--- src/rtl/dsp_sys_arr_pkg.sv ---
// Purpose : shared types and constants for the systolic-array result drain.
// Contents: single_float element type, drain FSM state enum, drain order codes.
// Latency/backpressure: n/a (types only).
package dsp_sys_arr_pkg;

  typedef logic [31:0] single_float;

  typedef enum logic [1:0] {
    IDLE  = 2'd0,
    RUN   = 2'd1,
    DRAIN = 2'd2
  } drain_state_t;

  localparam int DRAIN_ROW_MAJOR = 0;
  localparam int DRAIN_COL_MAJOR = 1;

endpackage

--- src/rtl/sat_cycle_counter.sv ---
// Purpose : up-counter with synchronous clear and saturation at all-ones.
// Latency : count visible the cycle after the enabling edge; clear wins over enable.
// Ports   : i_clk, i_rst (async, active-high), i_clr, i_en, o_cnt[CNT_W].
module sat_cycle_counter #(
  parameter int CNT_W = 32
) (
  input  logic             i_clk,
  input  logic             i_rst,
  input  logic             i_clr,
  input  logic             i_en,
  output logic [CNT_W-1:0] o_cnt
);

  logic [CNT_W-1:0] r_cnt;

  always_ff @(posedge i_clk or posedge i_rst) begin
    if (i_rst) begin
      r_cnt <= '0;
    end else if (i_clr) begin
      r_cnt <= '0;
    end else if (i_en && (r_cnt != '1)) begin
      r_cnt <= r_cnt + 1'b1;
    end
  end

  assign o_cnt = r_cnt;

endmodule

--- src/rtl/sys_array_drain.sv ---
// Purpose : capture an M x K result matrix at array completion, then stream it
//           out one element per handshake (row- or column-major), timing the run
//           and latching array errors.
// Latency : first element valid 1 cycle after the capture edge; 1 element/cycle.
// Backpressure: out_ready low holds out_valid/out_data/out_row/out_col/out_last.
// Ports   : CLK, RST (async active-high); start, arr_done, arr_error, arr_res in;
//           out_valid/out_ready/out_data/out_row/out_col/out_last stream;
//           busy, cycles, err_sticky, done status.
module sys_array_drain
  import dsp_sys_arr_pkg::*;
#(
  parameter  int M     = 2,
  parameter  int K     = 2,
  parameter  int DW    = $bits(single_float),
  parameter  int CNT_W = 32,
  parameter  int ORDER = DRAIN_ROW_MAJOR,
  localparam int RW    = (M > 1) ? $clog2(M) : 1,
  localparam int CW    = (K > 1) ? $clog2(K) : 1
) (
  input  logic              CLK,
  input  logic              RST,
  input  logic              start,
  input  logic              arr_done,
  input  logic              arr_error,
  input  logic [M*K*DW-1:0] arr_res,
  output logic              out_valid,
  input  logic              out_ready,
  output logic [DW-1:0]     out_data,
  output logic [RW-1:0]     out_row,
  output logic [CW-1:0]     out_col,
  output logic              out_last,
  output logic              busy,
  output logic [CNT_W-1:0]  cycles,
  output logic              err_sticky,
  output logic              done
);

  drain_state_t  r_state;
  drain_state_t  w_next;
  logic [DW-1:0] r_buf [M][K];
  logic [RW-1:0] r_row;
  logic [CW-1:0] r_col;
  logic          r_err;
  logic          r_done;

  logic w_start_go;
  logic w_capture;
  logic w_hs;
  logic w_row_end;
  logic w_col_end;
  logic w_last;

  assign w_start_go = (r_state == IDLE) && start;
  assign w_capture  = (r_state == RUN) && arr_done;
  assign w_hs       = (r_state == DRAIN) && out_ready;
  assign w_row_end  = (r_row == RW'(M - 1));
  assign w_col_end  = (r_col == CW'(K - 1));
  // (M-1, K-1) is the final element in either drain order.
  assign w_last     = w_row_end && w_col_end;

  always_ff @(posedge CLK or posedge RST) begin
    if (RST) begin
      r_state <= IDLE;
    end else begin
      r_state <= w_next;
    end
  end

  always_comb begin
    w_next = r_state;
    case (r_state)
      IDLE:    if (start) w_next = RUN;
      RUN:     if (arr_done) w_next = DRAIN;
      DRAIN:   if (w_hs && w_last) w_next = IDLE;
      default: w_next = IDLE;
    endcase
  end

  // Two wrap counters; ORDER picks which one is inner. The final handshake
  // wraps both back to zero, so idle indices always read 0.
  always_ff @(posedge CLK or posedge RST) begin
    if (RST) begin
      r_row <= '0;
      r_col <= '0;
    end else if (w_capture) begin
      r_row <= '0;
      r_col <= '0;
    end else if (w_hs) begin
      if (ORDER == DRAIN_ROW_MAJOR) begin
        if (w_col_end) begin
          r_col <= '0;
          r_row <= w_row_end ? '0 : r_row + 1'b1;
        end else begin
          r_col <= r_col + 1'b1;
        end
      end else begin
        if (w_row_end) begin
          r_row <= '0;
          r_col <= w_col_end ? '0 : r_col + 1'b1;
        end else begin
          r_row <= r_row + 1'b1;
        end
      end
    end
  end

  // Capture buffer is deliberately not reset: outside DRAIN its contents are
  // never visible, and every run overwrites it completely on capture.
  always_ff @(posedge CLK) begin
    if (w_capture) begin
      for (int i = 0; i < M; i++) begin
        for (int j = 0; j < K; j++) begin
          r_buf[i][j] <= arr_res[(i*K+j)*DW +: DW];
        end
      end
    end
  end

  always_ff @(posedge CLK or posedge RST) begin
    if (RST) begin
      r_err  <= 1'b0;
      r_done <= 1'b0;
    end else begin
      r_done <= w_hs && w_last;
      if (w_start_go) begin
        r_err <= 1'b0;
      end else if ((r_state == RUN) && arr_error) begin
        r_err <= 1'b1;
      end
    end
  end

  // Counting only in RUN includes the capture edge and freezes afterwards.
  sat_cycle_counter #(
    .CNT_W(CNT_W)
  ) u_cycle_cnt (
    .i_clk(CLK),
    .i_rst(RST),
    .i_clr(w_start_go),
    .i_en (r_state == RUN),
    .o_cnt(cycles)
  );

  assign out_valid  = (r_state == DRAIN);
  assign out_data   = out_valid ? r_buf[r_row][r_col] : '0;
  assign out_row    = r_row;
  assign out_col    = r_col;
  assign out_last   = out_valid && w_last;
  assign busy       = (r_state != IDLE);
  assign err_sticky = r_err;
  assign done       = r_done;

endmodule

--- config.mk ---
export PLATFORM = sky130hd
export DESIGN_NAME = sys_array_drain
export DESIGN_NICKNAME = d
export VERILOG_FILES = /design/src/rtl/dsp_sys_arr_pkg.sv /design/src/rtl/sat_cycle_counter.sv /design/src/rtl/sys_array_drain.sv
export SDC_FILE = /design/constraint.sdc
export NUM_CORES = 1
export LEC_CHECK = 0
export CAP_MARGIN = 20
export CORE_UTILIZATION = 51
export CTS_CLUSTER_SIZE = 25
export DETAILED_ROUTE_END_ITERATION = 10
export GPL_TIMING_DRIVEN = 0
export PLACE_DENSITY_LB_ADDON = 0.08
export SLEW_MARGIN = 5
export SYNTH_ARGS = -nofsm -noshare
export SYNTH_HDL_FRONTEND = slang
export SYNTH_SLANG_ARGS = --single-unit
--- constraint.sdc ---
create_clock -name CLK -period 11.3 [get_ports CLK]
set_input_delay 2.825 -clock CLK [delete_from_list [all_inputs] [get_ports CLK]]
set_output_delay 2.825 -clock CLK [all_outputs]
set_load 0.05 [all_outputs]
-- Word-level counts from Yosys, hierarchy flattened
Memory sizes are Yosys's and may differ from the RTL's.
Cells that the tools add are included.
- flip-flop bits (word level): 38
- bits in writable memories: 128
- input bits: 134
- output and inout bits: 71
- word-level logic and storage cells: 55
- memories kept: 1
- $add $sub $neg: 3
- order comparisons: 1
- equal/unequal tests: 6
- muxes and demuxes: 21
- bitwise gates (word level): 1
- reductions and logical operators: 16
- memory list (memory ; words ; width ; rd ports ; clocked after memory_dff ; write ports ; RTL line ; text):
    r_buf ; 2 ; 64 ; 1 ; 0 ; 2 ; sys_array_drain.sv:40 ; logic [DW-1:0] r_buf [M][K];
- operators with widths (operator ; number):
    $mux 32 ; 6
    $add 32x1->32 const B ; 1
    $ne 32x32->1 const B ; 1
    $mux 1 ; 11
    $reduce_bool 2->1 ; 5
    $logic_and 1x1->1 ; 8
    $mux 2 ; 3
    $pmux 2 s3 ; 1
    $ne 2x2->1 const B ; 2
    $reduce_and 3->1 ; 1
    $add 1x1->1 const B ; 2
    $eq 2x1->1 const B ; 1
    $eq 2x2->1 const B ; 1
    $ge 2x2->1 const B ; 1
    $logic_not 2->1 ; 1
    $ne 2x1->1 const B ; 1
    $not 1->2 ; 1
    $reduce_and 2->1 ; 1

-- Longest topological paths before layout
- depth after elaboration: 5
- depth in mapped cells: 8
- depth with buffers taken out: 6

-- By module
A second synthesis with hierarchy kept.
- cell total of the unflattened synthesis: 421
- area total of the unflattened synthesis: 6909.1 um^2
- by module, submodules not included (module ; instances ; cells each ; area an instance (um^2) ; sequential area each (um^2)):
    sys_array_drain ; 1 ; 235 ; 5168.7 ; 3993.8
    sat_cycle_counter ; 1 ; 186 ; 1740.4 ; 800.8

-- Least setup slack after synthesis
OpenSTA, ideal clock, no wires.
- path type: input to register
- start point: in arr_done
- end point: mem r_buf[0][0] (netlist name) (enable)
- library setup time: 0.504 ns
- arrival time: 5.802 ns
- data required time: 10.796 ns
- setup slack: 4.994 ns
- cell stages on the path: 1
- path buffers: 0
- cells stage by stage: and2_1
- RTL lines (what ; RTL line ; text):
    start, declared ; sys_array_drain.sv:23 ; input logic arr_done,
    end, declared ; sys_array_drain.sv:40 ;

-- Worst setup path in the final report
- start point: reg r_row (netlist: out_row)
- end point: out out_data[29]
- word-level cells in the longest chain between the ends: 5
- ends and longest elaborated chain (what ; RTL line ; text):
    start, declared ; sys_array_drain.sv:41 ; logic [RW-1:0] r_row;
    start signal, assigned ; sys_array_drain.sv:92 ; r_row <= w_row_end ? '0 : r_row + 1'b1;
    start signal, assigned ; sys_array_drain.sv:101 ; r_row <= r_row + 1'b1;
    $mem_v2 2x64 ; -- ;
    $mux 32 (implied by the code) (3 in series) ; sys_array_drain.sv:145 ; assign out_data = out_valid ? r_buf[r_row][r_col] : '0;
    $mux 32 ; sys_array_drain.sv:145 ;
    end, declared ; sys_array_drain.sv:28 ; output logic [DW-1:0] out_data,
No other way between the ends. The select of a mux whose other input is x is not followed.

==> flow_summary.json <==
{
  "period_needed_ps": 6130,
  "critPathKind": "reg -> out",
  "nets": 794,
  "grt_max_degree": 76,
  "core_um2": 13300,
  "syn_area_um2": 6970,
  "slew_violations": 0,
  "clk_path_buf_depth": 2,
  "final_common_cell": "clkdlybuf4s50_1",
  "area_growth_pct": 41.3,
  "hold_path_class": "reg -> reg",
  "dpl.cell_count": 816,
  "postCtsSetupBuffers": 0,
  "fin_setup_tns_ps": 0,
  "synth_top_area_share_pct": 55.1,
  "critical_path_arrival_ps": 3310,
  "routed_wl_um": 15700,
  "cp-start-kind": "flop",
  "end_kind": "output pin",
  "grt_pass1_vias": 4713,
  "yosys_warnings": 0,
  "synthMuxAreaShare_pct": 11.7,
  "instances_no_fill": 848,
  "grt_pass1_wl_um": 24300,
  "clk_pin_slew_ps": 60,
  "synth_cells": 435,
  "antenna_left": 0,
  "cts_tree": "built",
  "power_density_nw_per_um2": 214,
  "yosysTopAreaCell": "edfxtp_1",
  "grt_use_total_pct": 23.2,
  "synth_top_family_by_area": "multiplexers",
  "vias_per_cell": 5.54,
  "ys_types": 46,
  "utilization_pct": 74.1,
  "cts_root_buffer": "clkbuf_16",
  "gp_congestion": 0.877,
  "cts-buffers-inserted": 17,
  "synthTopCellsByArea": "edfxtp_1 55%, dfrtp_1 14%, mux4_2 10%, nor2b_1 3.0%, o31ai_1 1.4%",
  "insertion_delay_ps": 420,
  "holdCritStartpoint": "r_state[1]$_DFFE_PP0P_",
  "nFillCells": 867,
  "synth_seq_area_share_pct": 68.8,
  "io_pins": 205,
  "cts.repair.resized": 0,
  "seqCellArea_um2": 4790,
  "start_util_pct": 52.4,
  "first_iter_violations": 226,
  "required_ps": 8480,
  "synthesis.nets": 570,
  "worst_slew_pin_slew_ps": 842,
  "htree_levels": 4,
  "rsz0062_at_grt": "false",
  "diodes": 0,
  "ys_ff_latch": 166,
  "dr.pass1.iters": 4,
  "p_total_w": 0.00211,
  "holdBufCountCts": 0,
  "drive_above_1_share_pct": 11.3,
  "final_cell_mix": "204 x clkdlybuf4s50_1, 128 x edfxtp_1, 38 x dfrtp_1",
  "r2r-start": "u_cycle_cnt.o_cnt[0]$_DFFE_PP0P_",
  "synth_xor_area_share_pct": 0.628,
  "fin_crit_sh_pct": 54.3,
  "num_vias": 4699,
  "synthAdderAreaFrac_pct": 0.179,
  "cts.sinks": 166,
  "syn_area_per_cell_um2": 16.0,
  "final-setup-viol-count": 0,
  "grt_overflow": 0,
  "num_rows": 42,
  "irDropWorstVdd_mv": 0.149,
  "cp-endpoint": "out_data[29]",
  "post-dp-hpwl_um": 11100,
  "dieArea_um2": 14100,
  "fmax_ghz": 0.163,
  "fin_worst_skew_ps": 5.78,
  "synthSimpleGateAreaFrac_pct": 11.6,
  "r2r_cells": 7,
  "setup.worst_path.start": "out_row$_DFFE_PP0P_",
  "crit_fanout": 10,
  "synth-compound-area-share_pct": 5.28,
  "wl_per_cell_um": 18.5,
  "rrSetupSlack_ps": 8790,
  "fp.dieH_um": 119,
  "slew_headroom_pct": 43.9,
  "p_leak_nw": 3.40,
  "io_buffer_count": 204,
  "antenna_found_initial": 0,
  "cap_violations": 0,
  "drc": 0,
  "hold_violations": 0,
  "status": "finished, final reports clean",
  "rr_endpoint": "u_cycle_cnt.o_cnt[9]$_DFFE_PP0P_",
  "die_w_um": 119,
  "multi_input_area_um2": 2050
}
where the power goes:
part | switching, W | internal, W | total (W)
Sequential | 0.0000322 | 0.000773 | 0.000805
Combinational | 0.000429 | 0.000295 | 0.000725
Clock | 0.000231 | 0.000345 | 0.000576
Total | 0.000692 | 0.00141 | 0.00211
cell families (layout without fill, tap and decap cells):
logic type	after synthesis	after routing
buffers and inverters	29	266
and+or+nand+nor	141	141
xor gates and xnor gates	5	5
adders and majority gates	1	1
AOI/OAI and AO/OA	52	52
DFF	166	166
muxes	41	41
per-stage QoR:
stage          hold WS (ps)  worst slack, ps  cell area, um^2
2_1_floorplan           460             4990             6970
3_3_place_gp            489             3630             9240
3_5_place_dp            501             5540             9270
4_1_cts                 509             5060             9850
5_1_grt                 524             4920             9850
6_report                506             5170             9850
state kept, by name, summed over array words and instances (netlist names):
register	flops
out_col	1
out_row	1
r_state	2
u_cycle_cnt.o_cnt	32
r_buf	128
done	1
err_sticky	1
critical path, stage by stage, from the launching register on:
cell             delay [ps]
dfrtp_1                 350
clkbuf_1                370
buf_1                   690
mux4_2                  600
nor2b_1                 150
clkdlybuf4s50_1         720
cell type report:
| cell class | count | area share [%] |
|---|---|---|
| buffer | 22 | 1.05 |
| tap | 176 | 2.23 |
| sequential | 166 | 48.7 |
| clock inverter | 14 | 1.61 |
| multi-input combinational | 240 | 20.8 |
| clock buffer | 18 | 4.36 |
| timing repair buffer | 205 | 21.0 |
| inverter | 7 | 0.267 |
metal layers:
layer	up-vias	GRT usage (%)	wire length, um
li1	2165	-	-
met1	2315	28.4	6210
met2	192	38.6	7970
met3	27	7.09	1140
met4	0	9.34	333
met5	-	0	0
worst min-delay path by stage:
stage / end / slack (ps) / depth (start not counted)
finish: r_state[0]$_DFFE_PP0P_ / 510 / 1
global route: r_state[0]$_DFFE_PP0P_ / 520 / 1
CTS: r_state[0]$_DFFE_PP0P_ / 510 / 1
detailed placement: r_state[0]$_DFFE_PP0P_ / 500 / 1
global placement: r_state[0]$_DFFE_PP0P_ / 490 / 1
floorplan: r_state[0]$_DFFE_PP0P_ / 460 / 1
cells in the mapped netlist (all sizes together):
master / instances
nand3: 17
a21o: 2
o21bai: 1
dfrtp: 38
o211a: 2
mux2i: 7
nor3: 4
nand2: 24
a21oi: 17
nand4: 10
a211o: 2
a2111oi: 1
nor2: 13
edfxtp: 128
a211oi: 1
and2: 2
clkbuf: 13
o21ai: 5
o211ai: 2
xor2: 4
mux2: 2
nor2b: 33
or2: 2
mux4: 32
buf: 9
nand2b: 2
ha: 1
inv: 7
and4: 3
o21a: 2
o31a: 2
nor4: 7
or4: 13
xnor2: 1
and3: 8
o31ai: 14
or3: 3
o311ai: 1
No activity file was read; power rests on OpenSTA's default activity.
